[src/rtl/fetch_queue.sv]
// fetch_queue: circular buffer between fetch and decode. Fetch pushes
// {pc, instr} pairs two at a time and decode pops up to two entries per cycle.
// Optional macro FETCH_QUEUE_BYPASS_EN adds a zero-latency path.
// With the macro, an empty queue forwards the incoming pair straight to the
// decode slots when decode can accept it.
module fetch_queue #(
  parameter int DEPTH = 8,
  parameter int PC_W  = 10
) (
  input  logic                       clk,
  input  logic                       rst,
  input  logic                       flush,
  input  logic                       in_valid,
  input  logic [31:0]                in_instr0,
  input  logic [31:0]                in_instr1,
  input  logic [PC_W-1:0]            in_pc,
  output logic                       in_ready,
  output logic                       out_valid0,
  output logic                       out_valid1,
  output logic [31:0]                out_instr0,
  output logic [31:0]                out_instr1,
  output logic [PC_W-1:0]            out_pc0,
  output logic [PC_W-1:0]            out_pc1,
  input  logic                       deq_ready,
  output logic [$clog2(DEPTH):0]     count
);

  localparam int PTR_W = $clog2(DEPTH);
  localparam int CNT_W = PTR_W + 1;

  logic [31:0]      mem_instr [DEPTH];
  logic [PC_W-1:0]  mem_pc    [DEPTH];

  logic [PTR_W-1:0] head, tail;
  logic [PTR_W-1:0] head_p1, tail_p1;
  logic [CNT_W-1:0] count_q;

  logic             slot0_full, slot1_full;
  logic             bypass;
  logic             enq;
  logic [1:0]       pop_n;
  logic [PC_W-1:0]  in_pc1;

  assign head_p1 = head + PTR_W'(1);
  assign tail_p1 = tail + PTR_W'(1);
  assign in_pc1  = in_pc + PC_W'(1);

  assign slot0_full = (count_q != '0);
  assign slot1_full = (count_q >= CNT_W'(2));
  assign in_ready   = (count_q <= CNT_W'(DEPTH - 2));
  assign count      = count_q;

`ifdef FETCH_QUEUE_BYPASS_EN
  assign bypass = (count_q == '0) & in_valid & deq_ready & ~flush;
`else
  assign bypass = 1'b0;
`endif

  // A bypassed pair is consumed directly by decode and is never written.
  assign enq = in_valid & in_ready & ~flush & ~bypass;

  // Pop every occupied slot when decode is free; flush overrides.
  always_comb begin
    pop_n = 2'd0;
    if (deq_ready && !flush) begin
      if (slot1_full)      pop_n = 2'd2;
      else if (slot0_full) pop_n = 2'd1;
    end
  end

  // Decode slot outputs: bypass pair, stored head entries, or zeros when empty.
  always_comb begin
    out_valid0 = 1'b0;
    out_valid1 = 1'b0;
    out_instr0 = '0;
    out_instr1 = '0;
    out_pc0    = '0;
    out_pc1    = '0;
    if (bypass) begin
      out_valid0 = 1'b1;
      out_valid1 = 1'b1;
      out_instr0 = in_instr0;
      out_instr1 = in_instr1;
      out_pc0    = in_pc;
      out_pc1    = in_pc1;
    end else begin
      if (slot0_full) begin
        out_valid0 = 1'b1;
        out_instr0 = mem_instr[head];
        out_pc0    = mem_pc[head];
      end
      if (slot1_full) begin
        out_valid1 = 1'b1;
        out_instr1 = mem_instr[head_p1];
        out_pc1    = mem_pc[head_p1];
      end
    end
  end

  // Pointer and occupancy state; flush returns everything to the origin.
  always_ff @(posedge clk or negedge rst) begin
    if (!rst) begin
      head    <= '0;
      tail    <= '0;
      count_q <= '0;
    end else if (flush) begin
      head    <= '0;
      tail    <= '0;
      count_q <= '0;
    end else begin
      head    <= head + PTR_W'(pop_n);
      if (enq) tail <= tail + PTR_W'(2);
      count_q <= count_q + (enq ? CNT_W'(2) : CNT_W'(0)) - CNT_W'(pop_n);
    end
  end

  // Entry storage is not reset; stale contents are masked by count.
  always_ff @(posedge clk) begin
    if (enq) begin
      mem_instr[tail]    <= in_instr0;
      mem_pc[tail]       <= in_pc;
      mem_instr[tail_p1] <= in_instr1;
      mem_pc[tail_p1]    <= in_pc1;
    end
  end

endmodule

[config.mk]
export PLATFORM = sky130hd
export DESIGN_NAME = fetch_queue
export DESIGN_NICKNAME = d
export VERILOG_FILES = /design/src/rtl/fetch_queue.sv
export SDC_FILE = /design/constraint.sdc
export NUM_CORES = 1
export LEC_CHECK = 0
export BUFFER_PORTS_ARGS = -buffer_cell sky130_fd_sc_hd__buf_4
export CAP_MARGIN = 20
export CORE_AREA = 4 4 180 182
export CTS_CLUSTER_DIAMETER = 40
export DETAILED_ROUTE_END_ITERATION = 10
export DIE_AREA = 0 0 184 186
export GPL_TIMING_DRIVEN = 0
export MAX_ROUTING_LAYER = met4
export PLACE_DENSITY = 0.8
export SYNTH_ARGS = -nofsm -noshare
export SYNTH_HDL_FRONTEND = slang
export SYNTH_SLANG_ARGS = --single-unit
[constraint.sdc]
create_clock -name clk -period 8.2 [get_ports clk]
set_clock_uncertainty 0.15 [all_clocks]
set_input_delay 1.64 -clock clk [delete_from_list [all_inputs] [get_ports clk]]
set_output_delay 1.64 -clock clk [all_outputs]
set_load 0.01 [all_outputs]
Word-level counts from Yosys, hierarchy flattened
Memory sizes are Yosys's and may differ from the RTL's.
Cells that the tools add are included.
Storage, ports and cells
  bits in writable memories: 336
  word-level logic and storage cells: 37
  output and inout port bits: 91
  bits in registers: 10
  input bits: 79
  memories kept: 2
Operators by class
  bitwise gates (word level): 3
  multiplexer cells: 16
  add/sub/neg operators: 7
  magnitude comparators: 2
  reductions and logical operators: 4
Memories
  mem_instr: words 8, bits a word 32, rd ports 2, clocked after memory_dff 0, wr ports 2, RTL line 31  | logic [31:0] mem_instr [DEPTH];
  mem_pc: words 8, bits a word 10, rd ports 2, clocked after memory_dff 0, wr ports 2, RTL line 32  | logic [PC_W-1:0] mem_pc [DEPTH];
Operators by type and width (number)
  32-bit two-way mux: 2
  10-bit two-way mux: 2
  10-bit by 1-bit adder with 10-bit output, second input constant: 1
  3-bit two-way mux: 3
  3-bit by 1-bit adder with 3-bit output, second input constant: 2
  2-bit two-way mux: 3
  1-bit two-way mux: 5
  4-bit by 2-bit adder with 4-bit output: 1
  4-bit by 2-bit >= comparator with 1-bit output, second input constant: 1
  4-bit by 3-bit <= comparator with 1-bit output, second input constant: 1
  4-bit two-way mux: 1
  4-bit nonzero test: 1
  4-bit by 2-bit subtractor with 4-bit output: 1
  3-bit by 2-bit adder with 3-bit output: 1
  3-bit by 2-bit adder with 3-bit output, second input constant: 1
  1-bit AND: 2
  2-bit nonzero test: 1
  1-bit logical AND: 1
  1-bit logical NOT: 1
  1-bit inverter: 1

Longest topological paths before layout
  depth in word-level cells: 7
  gate-level depth with buffers: 12
  depth with buffers taken out: 11

Worst setup path after synthesis
OpenSTA, ideal clock, no wires.
  path type: input port to flip-flop
  start point: input in_valid
  end point: memory mem_instr[5][0], enable pin
  setup time: 0.442 ns
  cell stages on the path: 4
  data arrival time: 3.921 ns
  slack: 3.687 ns
  data required time: 7.608 ns
  cells stage by stage: nor2b_1 -> clkbuf_1 -> nand2_1 -> nor2_1
RTL lines
  start: declaration: RTL line 13  | input logic in_valid,
  end: declaration: RTL line 31

Final worst setup path
  start point: register head[0]
  end point: output out_instr1[12]
On the way
  cells in the longest elaborated chain, start to end: 3
RTL lines
  start: declaration: RTL line 34  | logic [PTR_W-1:0] head, tail;
  start signal: assignment: RTL line 111  | head <= head + PTR_W'(pop_n);
  3-bit by 1-bit adder with 3-bit output: RTL line 44  | assign head_p1 = head + PTR_W'(1);
  memory 8 x 32 bit
  32-bit two-way mux: RTL line 92  | if (slot1_full) begin
  end: declaration: RTL line 21  | output logic [31:0] out_instr1,
No other way between the ends.

==> results.json <==
{
  "outcome": "finished clean",
  "rr_startpoint": "count[2]$_DFF_PN0_",
  "routedWlPerCell_um": 26.11,
  "drt-vias-per-instance": 6.597,
  "report.final.slew_viol_count": 0,
  "grt_pass1_vias": 14530,
  "fin_util": 0.7074,
  "antenna_found_initial": 2,
  "drc": 0,
  "yosysSeqAreaShare": 0.5626,
  "synth-async-reset-ratio": 0.02609,
  "post-route-cell-area_um2": 21640,
  "hold_viol_final": 0,
  "ys_types": 33,
  "end_kind": "output port",
  "grt_pass1_wl_um": 83330,
  "post_cts_buffers": 0,
  "clk_latency_ns": 0.54,
  "drv_cap": 0,
  "gp_congestion": 0.9136,
  "drtIter0Drc": 2284,
  "grt_usage": 0.3371,
  "fp.dieH_um": 186,
  "routed_wl_um": 56950,
  "p_total_mw": 5.625,
  "grt_max_degree": 52,
  "critPathKind": "flip-flop to output port",
  "die_area_um2": 34220,
  "cp-start-kind": "flip-flop",
  "synth_nets": 1636,
  "final_common_cell": "nand2_1",
  "cts-root-buf": "clkbuf_16",
  "worst_slew_pin_slew_ns": 0.9421,
  "yosys_warnings": 0,
  "hold_buffers": 0,
  "clk_pin_slew_ns": 0.06,
  "design.core.area_um2": 30590,
  "synth_ff_type": "edfxtp_1",
  "drtAntennaViolNets": 0,
  "fin_tns_setup_ns": 0,
  "synth-edff-count": 336,
  "hold_path_class": "flip-flop to flip-flop",
  "netlist_area_um2": 18330,
  "rsz0062_at_grt": "no",
  "powerDensity_nw_per_um2": 260.0,
  "peakVddDrop_mv": 0.2340,
  "n_fill_cell": 2113,
  "area_growth_pct": 18.03,
  "dp.cells": 2105,
  "hpwl_um": 35210,
  "p_leak_nw": 7.858,
  "clock_path_buffers": 3,
  "start_util": 0.5994,
  "worstHoldStart": "tail[2]$_DFFE_PN0N_",
  "ys_seq_elements": 345,
  "critPathLaunch": "head[0]$_DFF_PN0_",
  "fin_crit_ns": 5.191,
  "placed_area_um2": 20170,
  "avgSynthCellArea_um2": 11.89,
  "cts.htree.levels": 2,
  "dr_total_vias": 14390,
  "port_buffers": 163,
  "final_cell_mix": "nand2_1, edfxtp_1, a21oi_1, buf_4, mux2_2",
  "fin_crit_sh": 0.6331,
  "cts.sinks": 345,
  "drive_above_1_share": 0.2799,
  "die_x_um": 184,
  "cts_tree": "yes",
  "finalSetupViolCount": 0,
  "overflow": 0,
  "cts_resized": 0,
  "dr.pass1.iters": 5,
  "cp.required_ns": 6.41,
  "rows": 64,
  "io_pins": 170,
  "cp_max_fo": 10,
  "layout.nets": 1847,
  "crit_arrival_ns": 3.40,
  "stdcell_count": 2181,
  "netlist_instances": 1542,
  "cts_buffers": 42,
  "fmax_mhz": 192.6,
  "relSlewSlack": 0.3719
}
==> cell type report <==
| type | instances | area, um2 | share of cell area |
|---|---|---|---|
| repair buffers | 167 | 1304 | 0.06025 |
| multi-input cells | 1032 | 7371 | 0.3406 |
| inverters | 12 | 45.04 | 0.002082 |
| flip-flops and latches | 345 | 10310 | 0.4767 |
| clock inverters | 28 | 379.1 | 0.01752 |
| plain buffers | 153 | 638.1 | 0.02949 |
| clock buffers | 46 | 1087 | 0.05025 |
| diodes | 2 | 5.005 | 0.0002313 |
| well taps | 396 | 495.5 | 0.02290 |
==> worst paths after layout <==
| check | depth (start not counted) | to | slack (ns) |
|---|---|---|---|
| worst min register to register | 2 | tail[2]$_DFFE_PN0N_ | 0.48 |
| worst min-delay path | 2 | tail[2]$_DFFE_PN0N_ | 0.48 |
| min in group asynchronous | 1 | count[1]$_DFF_PN0_ | 0.76 |
| max in group asynchronous | 1 | head[2]$_DFF_PN0_ | 6.99 |
| worst max-delay path | 8 | out_instr1[12] | 3.01 |
| worst max register to register | 7 | mem_instr[7][30]$_DFFE_PP_ | 4.66 |
==> per-stage QoR <==
stage / setup slack, ns / hold WS [ns]
after detailed placement: 3.588 / 0.4831
after global routing: 2.899 / 0.5258
final: 3.009 / 0.4782
after global placement: 1.475 / 0.4562
after CTS: 3.115 / 0.4721
after floorplan: 3.687 / 0.4159
==> synth_stat cells (9+ instances only) <==
cell	instances	area (um2)
nand2_1	437	1640
edfxtp_1	336	10090
a21oi_1	212	1061
mux2_2	132	1486
clkbuf_1	105	394.1
mux4_2	84	1892
buf_2	43	215.2
or4_1	42	315.3
xor2_1	22	192.7
xnor2_1	19	166.4
nor2_1	17	63.81
ha_1	12	150.1
nor3_1	12	60.06
inv_1	11	41.29
dfrtp_1	9	225.2
==> power by group <==
group	switching, mW	total, mW	leakage [nW]	internal (mW)
registers	0.0557	2.13	3.17	2.07
logic	0.928	1.55	3.98	0.618
clock network	0.734	1.95	0.714	1.22
total	1.72	5.63	7.86	3.91
==> cells by family after synthesis <==
group           after synthesis  share of synthesized area
simple gates                542                     0.1250
compound gates              217                    0.05978
mux                         217                     0.1848
flops                       345                     0.5626
fa+ha+maj                    15                    0.01147
xor+xnor                     41                    0.01959
buf+inv                     165                    0.03672
==> registers in the layout, summed over array words and instances (netlist names) <==
| register | count |
|---|---|
| count | 4 |
| head | 3 |
| mem_instr | 256 |
| mem_pc | 80 |
| tail | 2 |
==> critical path, stage by stage, from the launching register on <==
cell and delay [ns]:
dfrtp_1 0.44, ha_1 0.26, xor2_1 0.38, clkbuf_1 0.50
buf_1 0.62, nand2_1 0.11, a21oi_1 0.18, or4_1 0.22
buf_4 0.15
==> layer usage <==
layer / vias to the layer above / wire, um / track usage / part of all wire
met5: - / 0 / - / 0
met1: 6889 / 19390 / 0.4296 / 0.34
li1: 6026 / - / - / -
met2: 1221 / 27010 / 0.5299 / 0.47
met3: 253 / 7824 / 0.06918 / 0.14
met4: 0 / 2725 / 0.1494 / 0.048
No activity file was read; power rests on OpenSTA's default activity.
